File: config.mk
export PLATFORM = sky130hd
export DESIGN_NAME = usram_fetch
export DESIGN_NICKNAME = d
export VERILOG_FILES = /design/src/rtl/usram_fetch.sv
export SDC_FILE = /design/constraint.sdc
export NUM_CORES = 1
export LEC_CHECK = 0
export CORE_AREA = 2 2 158 160
export DETAILED_ROUTE_END_ITERATION = 10
export DIE_AREA = 0 0 160 162
export PLACE_DENSITY = 0.82
export SYNTH_ARGS = -nofsm -noshare
export SYNTH_HDL_FRONTEND = slang
export SYNTH_SLANG_ARGS = --single-unit
File: constraint.sdc
create_clock -name clk -period 3.5 [get_ports clk]
set_input_delay 0.7 -clock clk [delete_from_list [all_inputs] [get_ports clk]]
set_output_delay 0.7 -clock clk [all_outputs]
set_load 0.01 [all_outputs]
File: src/rtl/usram_fetch.sv
`default_nettype none
// usram_fetch: streams word_count 64-bit usram words from base_addr onto a valid/ready stream.
// Optional feature macro: USRAM_FETCH_PERF_EN adds the stall_cycles backpressure counter port.
module usram_fetch #(
  parameter int ADDR_W     = 16,
  parameter int LEN_W      = 16,
  parameter int FIFO_DEPTH = 4
) (
  input  logic              clk,
  input  logic              rst_n,
  input  logic              start_pulse,
  input  logic [ADDR_W-1:0] base_addr,
  input  logic [LEN_W-1:0]  word_count,
  output logic              busy,
  output logic              done,
  output logic              usram_rd_en,
  output logic [ADDR_W-1:0] usram_rd_addr,
  input  logic [63:0]       usram_rdata,
  output logic              m_valid,
  input  logic              m_ready,
  output logic [63:0]       m_data,
  output logic              m_last
`ifdef USRAM_FETCH_PERF_EN
  ,
  output logic [31:0]       stall_cycles
`endif
);

  localparam logic [1:0] IDLE  = 2'd0;
  localparam logic [1:0] FETCH = 2'd1;
  localparam logic [1:0] DRAIN = 2'd2;
  localparam logic [1:0] FIN   = 2'd3;

  localparam int IW = $clog2(FIFO_DEPTH);
  localparam int CW = IW + 1;
  localparam logic [CW-1:0] DEPTH_C = CW'(FIFO_DEPTH);

  logic [1:0]        state;
  logic [ADDR_W-1:0] rd_ptr;
  logic [LEN_W-1:0]  issue_cnt;
  logic [LEN_W-1:0]  accept_cnt;
  logic              inflight;

  logic [63:0]       mem [FIFO_DEPTH];
  logic [IW-1:0]     wr_idx;
  logic [IW-1:0]     rd_idx;
  logic [CW-1:0]     count;

  logic              start_ok;
  logic              push;
  logic              pop;
  logic              credit_ok;
  logic              issue;
  logic              accept_zero_next;
  logic [CW-1:0]     level;

  assign start_ok  = (state == IDLE) && start_pulse;
  assign push      = inflight;
  assign pop       = m_valid && m_ready;
  // Credit counts the read already in flight, so the FIFO can never overflow.
  assign level     = count + CW'(inflight);
  assign credit_ok = level < DEPTH_C;
  assign issue     = (state == FETCH) && credit_ok;
  // Look ahead one cycle so done follows the final transfer directly.
  assign accept_zero_next = (accept_cnt == '0) || (pop && (accept_cnt == LEN_W'(1)));

  always_ff @(posedge clk) begin
    if (!rst_n) begin
      state     <= IDLE;
      rd_ptr    <= '0;
      issue_cnt <= '0;
      inflight  <= 1'b0;
    end else begin
      inflight <= issue;
      case (state)
        IDLE: begin
          if (start_pulse) begin
            if (word_count == '0) begin
              state <= FIN;
            end else begin
              rd_ptr    <= base_addr;
              issue_cnt <= word_count;
              state     <= FETCH;
            end
          end
        end
        FETCH: begin
          if (issue) begin
            rd_ptr    <= rd_ptr + ADDR_W'(1);
            issue_cnt <= issue_cnt - LEN_W'(1);
            if (issue_cnt == LEN_W'(1)) state <= DRAIN;
          end
        end
        DRAIN: begin
          if (accept_zero_next) state <= FIN;
        end
        default: state <= IDLE;
      endcase
    end
  end

  always_ff @(posedge clk) begin
    if (!rst_n) begin
      accept_cnt <= '0;
    end else if (start_ok && (word_count != '0)) begin
      accept_cnt <= word_count;
    end else if (pop) begin
      accept_cnt <= accept_cnt - LEN_W'(1);
    end
  end

  always_ff @(posedge clk) begin
    if (push) mem[wr_idx] <= usram_rdata;
  end

  always_ff @(posedge clk) begin
    if (!rst_n) begin
      wr_idx <= '0;
      rd_idx <= '0;
      count  <= '0;
    end else begin
      if (push) wr_idx <= wr_idx + IW'(1);
      if (pop)  rd_idx <= rd_idx + IW'(1);
      count <= count + CW'(push) - CW'(pop);
    end
  end

  assign busy          = (state == FETCH) || (state == DRAIN);
  assign done          = (state == FIN);
  assign usram_rd_en   = issue;
  assign usram_rd_addr = rd_ptr;
  assign m_valid       = (count != '0);
  assign m_data        = m_valid ? mem[rd_idx] : 64'd0;
  assign m_last        = m_valid && (accept_cnt == LEN_W'(1));

`ifdef USRAM_FETCH_PERF_EN
  logic [31:0] stall_cnt;

  always_ff @(posedge clk) begin
    if (!rst_n) begin
      stall_cnt <= '0;
    end else if (start_ok) begin
      stall_cnt <= '0;
    end else if (busy && m_valid && !m_ready && (stall_cnt != 32'hFFFF_FFFF)) begin
      stall_cnt <= stall_cnt + 32'd1;
    end
  end

  assign stall_cycles = stall_cnt;
`endif

endmodule
`default_nettype wire
Yosys cells after proc, flatten, opt, wreduce, memory -nomap -nowiden

Memories as Yosys holds them, arrays and structs flattened. A register that Yosys moved wholly into a read port is not among the register bits.
Cells that the tools add are included.

Equal/unequal tests: 10
Reduce and logical (&&, ||, !) cells: 17
Add/sub/neg operators: 7
Magnitude comparators: 1
Mux-type cells: 21

Operator list:

| cell                                                                    | count |
|---|---|
| 16-bit 2-to-1 mux                                                       | 8 |
| 64-bit 2-to-1 mux                                                       | 1 |
| 16-bit one-hot mux with 2 select lines                                  | 2 |
| 16-bit by 1-bit equality test with 1-bit output (second input constant) | 2 |
| 16-bit zero test                                                        | 2 |
| 16-bit by 1-bit subtractor with 16-bit output (second input constant)   | 2 |
| 16-bit by 1-bit adder with 16-bit output (second input constant)        | 1 |
| 16-bit nonzero test                                                     | 1 |
| 2-bit 2-to-1 mux                                                        | 7 |
| 2-bit != test (second input constant)                                   | 5 |
| 4-bit AND reduction                                                     | 2 |
| 1-bit logical AND                                                       | 6 |
| 2-bit one-hot mux with 3 select lines                                   | 1 |
| 2-bit by 1-bit adder with 2-bit output (second input constant)          | 2 |
| 2-bit equality test (second input constant)                             | 2 |
| 2-bit nonzero test                                                      | 2 |
| 3-bit by 1-bit adder with 3-bit output                                  | 1 |
| 3-bit less-than comparator (second input constant)                      | 1 |
| 3-bit nonzero test                                                      | 1 |
| 3-bit by 1-bit subtractor with 3-bit output                             | 1 |
| 2-bit by 1-bit equality test with 1-bit output (second input constant)  | 1 |
| 2-bit zero test                                                         | 1 |
| 1-bit logical OR                                                        | 2 |
| 1-bit 2-to-1 mux                                                        | 2 |

Register bits after elaboration: 58
Input bits: 100
Memory bits (writable): 256
Memories: 1

Memory list:

| memory | words | bits a word | read ports | clocked after Yosys merged registers in | wr ports | line | source |
|---|---|---|---|---|---|---|---|
| mem    | 4     | 64          | 1          | 1                                       | 1        | 44   | `logic [63:0] mem [FIFO_DEPTH];` |

Depth between registers and ports, before layout

Depth after elaboration: 6
Mapped depth: 10

Least setup slack after synthesis

Ideal clock, no wire load.

Path type: reg-to-reg
From: reg wr_idx[0]
To: mem mem[0][0], enable pin
Cell stages (with the launch flop): 4
Path slack: 1.024 ns
Buffers on the path: 0
Clock period less this slack: 2.476 ns
Arrival: 2.048 ns
Setup time: 0.429 ns
Cells stage by stage: dfxtp_1 inv_1 ha_1 and2_1

RTL lines:

| item                     | line | source |
|---|---|---|
| start: declaration       | 45   | `logic [IW-1:0] wr_idx;` |
| start signal: assignment | 122  | `if (push) wr_idx <= wr_idx + IW'(1);` |
| end: declaration         | 44   |  |

Straight into the memory's write port.

Final worst setup path

From: reg count[2]
To: out m_data[45]

Cells in the longest elaborated chain, start to end: 2

Ends and longest elaborated chain:

| item                     | line | source |
|---|---|---|
| start: declaration       | 47   | `logic [CW-1:0] count;` |
| start signal: assignment | 124  | `count <= count + CW'(push) - CW'(pop);` |
| 3-bit nonzero test       | 132  | `assign m_valid = (count != '0);` |
| 64-bit 2-to-1 mux        | 133  | `assign m_data = m_valid ? mem[rd_idx] : 64'd0;` |
| end: declaration         | 21   | `output logic [63:0] m_data,` |

Every way passes these cells.

==> results.md <==
- The run finished with clean final reports.
- Of the total power, combinational logic draws 0.365.
- The floorplan step set the die width to 160 µm.
- The cell depth of the worst flop-to-flop path is 7.
- The region available for standard cell placement spans 24100 µm².
- The hold path endpoint is issue_cnt[12].
- The clock passes through at most 3 buffers.
- The type of element launching the critical path is a flip-flop.
- Of the post-synthesis cell area, the dominant cell type holds 0.584.
- The count of max-cap constraint violations is 0.
- The number of buffers inserted during clock tree synthesis is 31.
- The pin count of the biggest net entering global routing is 67.
- The final hold violation count is 0.
- The yosys synthesis warning count is 0.
- Dividing the final minimum period by the clock period gives 0.962.
- The number of clock sinks is 316.
- Routability-driven placement finished with a final weighted congestion of 0.878.
- The synthesized design contains 316 register bits.
- The initial utilization of the core area, before any placement, comes to 0.546.
- Dividing total power by cell area gives a power density of 762 nW/µm².
- Gates resized during post-CTS repair numbered 0.
- Yosys mapped the design onto 58 distinct sky130hd cell types.
- The path category of the worst min-delay check is reg2reg.
- The number of nets in the synthesized netlist is 971.
- After detailed routing, the average wire length per cell comes to 20.0 µm.
- The net count of the finished layout is 1161.
- The leakage component of the power is 5.32 nW.
- The floorplan step set the die height to 162 µm.
- Summed over all instances, the cell type with the most area after synthesis is sky130_fd_sc_hd__edfxtp_1.
- The worst hold path begins at issue_cnt[12].
- The capture instance of the worst register-to-register path is usram_rd_addr[0].
- After clock tree synthesis, the setup repair step added 0 buffers.
- The max-slew violation count is 0.
- In the synthesized netlist the dominant register cell turns out to be sky130_fd_sc_hd__edfxtp_1.
- The first global-routing pass estimated 43900 µm of wire.
- A synthesized cell averages 15.4 µm².
- Of the total power, the share spent switching nets is 0.316.
- The first-pass iteration count of the detailed router is 5.
- Between clock sinks in the finished design, the worst skew comes to 0.0164 ns.
- The part of the Yosys area used for sequential elements is 0.675.
- The worst setup path category is reg2out.
- The half-perimeter wire length after placement is 17600 µm.
- The number of global-route vias before repair is 8018.
- The H-tree depth is 1.
- Hold repair after CTS inserted 0 buffers.
- The register clock-pin slew on the reported worst setup and hold paths is 0.06 ns.
- Across every metal layer, demand over resource in global routing totals 0.214.
- The summed instance area of the synthesized netlist is 13200 µm².
- The number of antenna violations at the first check in global routing is 1.
- The worst setup path is captured at an output port.
- The final route contains 7993 vias.
- The count of endpoints failing setup in the final report is 0.
- The number of cell rows is 57.
- The minimum setup slack among reg-to-reg paths is 0.80 ns.
- After the first detailed-routing iteration, the DRC count stood at 700.
- The worst pin sits at a relative slew slack of 0.318.
- Across the VDD grid, the largest voltage drop is 521 µV.
- The peak clock frequency supported by timing is 297 MHz.
- The peak fanout along the critical path is 66.
- The post-layout total power is 12.5 mW.
- The arrival time at the worst endpoint is 2.67 ns.
- The number of cells on the worst hold path is 2.
- The final period demand of the worst path is 3.37 ns.
- The total wirelength of the detailed-routed design is 27900 µm.
- The sequential cell fraction of total power is 0.391.
- The share of final-layout standard cells stronger than drive strength 1 is 0.143.
- Of all flip-flops after synthesis, the portion carrying an async set or reset was 0.
- The total internal power is 8.54 mW.
- The detailed-route DRC error count is 0.
- Once detail routing completed, the nets flagged for antenna violations numbered 0.
- The port buffer count is 184.
- The tree is rooted in a sky130_fd_sc_hd__clkbuf_16.
- The analysis attributes to net switching a power of 3.94 mW.
- The count of pins on the block boundary is 185.
- The area growth from synthesis to layout is 24.3%.
- OpenSTA, run right after detailed placement, puts the worst setup slack at 0.475 ns.
- In this run the critical register-to-register path is launched from inflight.
- At the pin with the least slew margin, the transition time is 1.02 ns.
- After synthesis, the cell types taking the most area are sky130_fd_sc_hd__edfxtp_1 (58%), sky130_fd_sc_hd__mux4_2 (11%), sky130_fd_sc_hd__dfxtp_1 (9.1%), sky130_fd_sc_hd__and2_1 (3.3%), sky130_fd_sc_hd__a21oi_1 (1.7%).
- The synthesized design contains 256 enable-type register cells.
- The clock latency reported for the late side of the worst-skew pair is 0.54 ns.
- Setup slack on the critical path of the routed design comes to 0.135 ns.
- Synthesis handed over a netlist of 854 instances.
- The full die area is 25900 µm².
- Setup repair after global routing left no endpoint under its margin.
- In the final timing run, aggregate negative setup slack is 0 ns.
- TritonCTS built the clock tree.
- The filler cells instantiated in the layout total 1664.
- For this run the aggregate overflow at the end of global routing stands at 0.
- The critical path required time is 2.80 ns.
- The relative contribution of the clock network to total power is 0.244.
- The number of vias per cell is 5.74.
## cell usage after synthesis, drive strengths merged (7+ instances only)
master  instances
a211oi         11
a21oi          44
and2           70
buf            17
clkbuf         31
dfxtp          60
edfxtp        256
ha             17
inv            16
mux2i           9
mux4           64
nand2          38
nand3           9
nand4           7
nor2           45
nor2b           7
nor3           23
nor4           10
o21ai          32
xnor2          16
## worst max path at each step
stage / startpoint / endpoint / slack [ns] / cells after the start
floorplan: wr_idx[0] / mem[0][0] / 1.02 / 3
global placement: word_count[14] / accept_cnt[1] / 0.51 / 7
detailed placement: word_count[14] / usram_rd_addr[0] / 0.47 / 5
CTS: count[2] / m_data[45] / 0.06 / 3
global route: count[2] / m_data[53] / 0.02 / 3
finish: count[2] / m_data[45] / 0.13 / 3
## layout by cell type (no fill, tap or decap), types with 8 or more instances in the layout
cell type	synthesis	final
sky130_fd_sc_hd__a211oi_1	10	10
sky130_fd_sc_hd__a21oi_1	44	44
sky130_fd_sc_hd__and2_1	70	66
sky130_fd_sc_hd__buf_4	1	17
sky130_fd_sc_hd__clkbuf_16	0	31
sky130_fd_sc_hd__clkdlybuf4s50_1	0	184
sky130_fd_sc_hd__clkinv_1	1	10
sky130_fd_sc_hd__dfxtp_1	60	58
sky130_fd_sc_hd__edfxtp_1	256	256
sky130_fd_sc_hd__ha_1	17	17
sky130_fd_sc_hd__inv_1	16	16
sky130_fd_sc_hd__mux2i_1	9	9
sky130_fd_sc_hd__mux4_2	64	64
sky130_fd_sc_hd__nand2_1	38	38
sky130_fd_sc_hd__nand3_1	8	8
sky130_fd_sc_hd__nor2_1	45	45
sky130_fd_sc_hd__nor3_1	23	23
sky130_fd_sc_hd__o21ai_0	31	31
sky130_fd_sc_hd__xnor2_1	16	16
## worst max-delay path, cell delays in order (launching register included)
cell and delay, ns:
sky130_fd_sc_hd__dfxtp_1 0.33, sky130_fd_sc_hd__or3_2 0.89, sky130_fd_sc_hd__and2_1 0.33, sky130_fd_sc_hd__clkdlybuf4s50_1 0.50
## power by group through the flow
stage	combinational, mW	clock (mW)	sequential (mW)
2_1_floorplan	2.79	0	4.87
3_3_place_gp	4.41	0	4.96
3_5_place_dp	4.49	0	4.98
4_1_cts	4.51	3.10	4.91
5_1_grt	4.96	3.25	4.94
6_report	4.56	3.04	4.88
## layer usage
metal,share of wire,track usage,up-vias
met4,0.018,0.0475,0
met5,0,0,-
met2,0.48,0.351,296
li1,-,-,3688
met3,0.077,0.0386,43
met1,0.42,0.304,3966
## kinds of logic after synthesis
logic type	synth area share
AND/OR/NAND/NOR	0.0949
multiplexers	0.117
AO/OA/AOI/OAI	0.0636
XOR/XNOR	0.0133
buffers and inverters	0.0201
adder cells (fa/ha/maj)	0.0161
flip-flops	0.675
## area by class of cell
cell class              count  area, µm²  share of cell area
flip-flops and latches    316       8900               0.543
clock buffers              33        783              0.0478
clock inverters            23        144             0.00879
inverters                  17       63.8             0.00390
diodes                      1       2.50            0.000153
well taps                 324        405              0.0248
repair buffers            205       2050               0.125
multi-input cells         473       4030               0.246
## state kept, by name, summed over array words and instances (netlist names), named ones only
signal,flops
accept_cnt,16
count,3
inflight,1
issue_cnt,16
mem,256
rd_idx,2
state,2
usram_rd_addr,16
wr_idx,2
## stage by stage
stage / cells / utilization / area (µm²) / hold slack [ns]
floorplan: 854 / - / 13200 / 0.429
global placement: 1328 / 0.639 / 15400 / 0.438
detailed placement: 1328 / 0.639 / 15400 / 0.448
CTS: 1384 / 0.677 / 16300 / 0.454
global route: 1391 / 0.679 / 16400 / 0.494
finish: 1392 / 0.679 / 16400 / 0.452
Note: power is estimated with default switching activity, not from simulation.
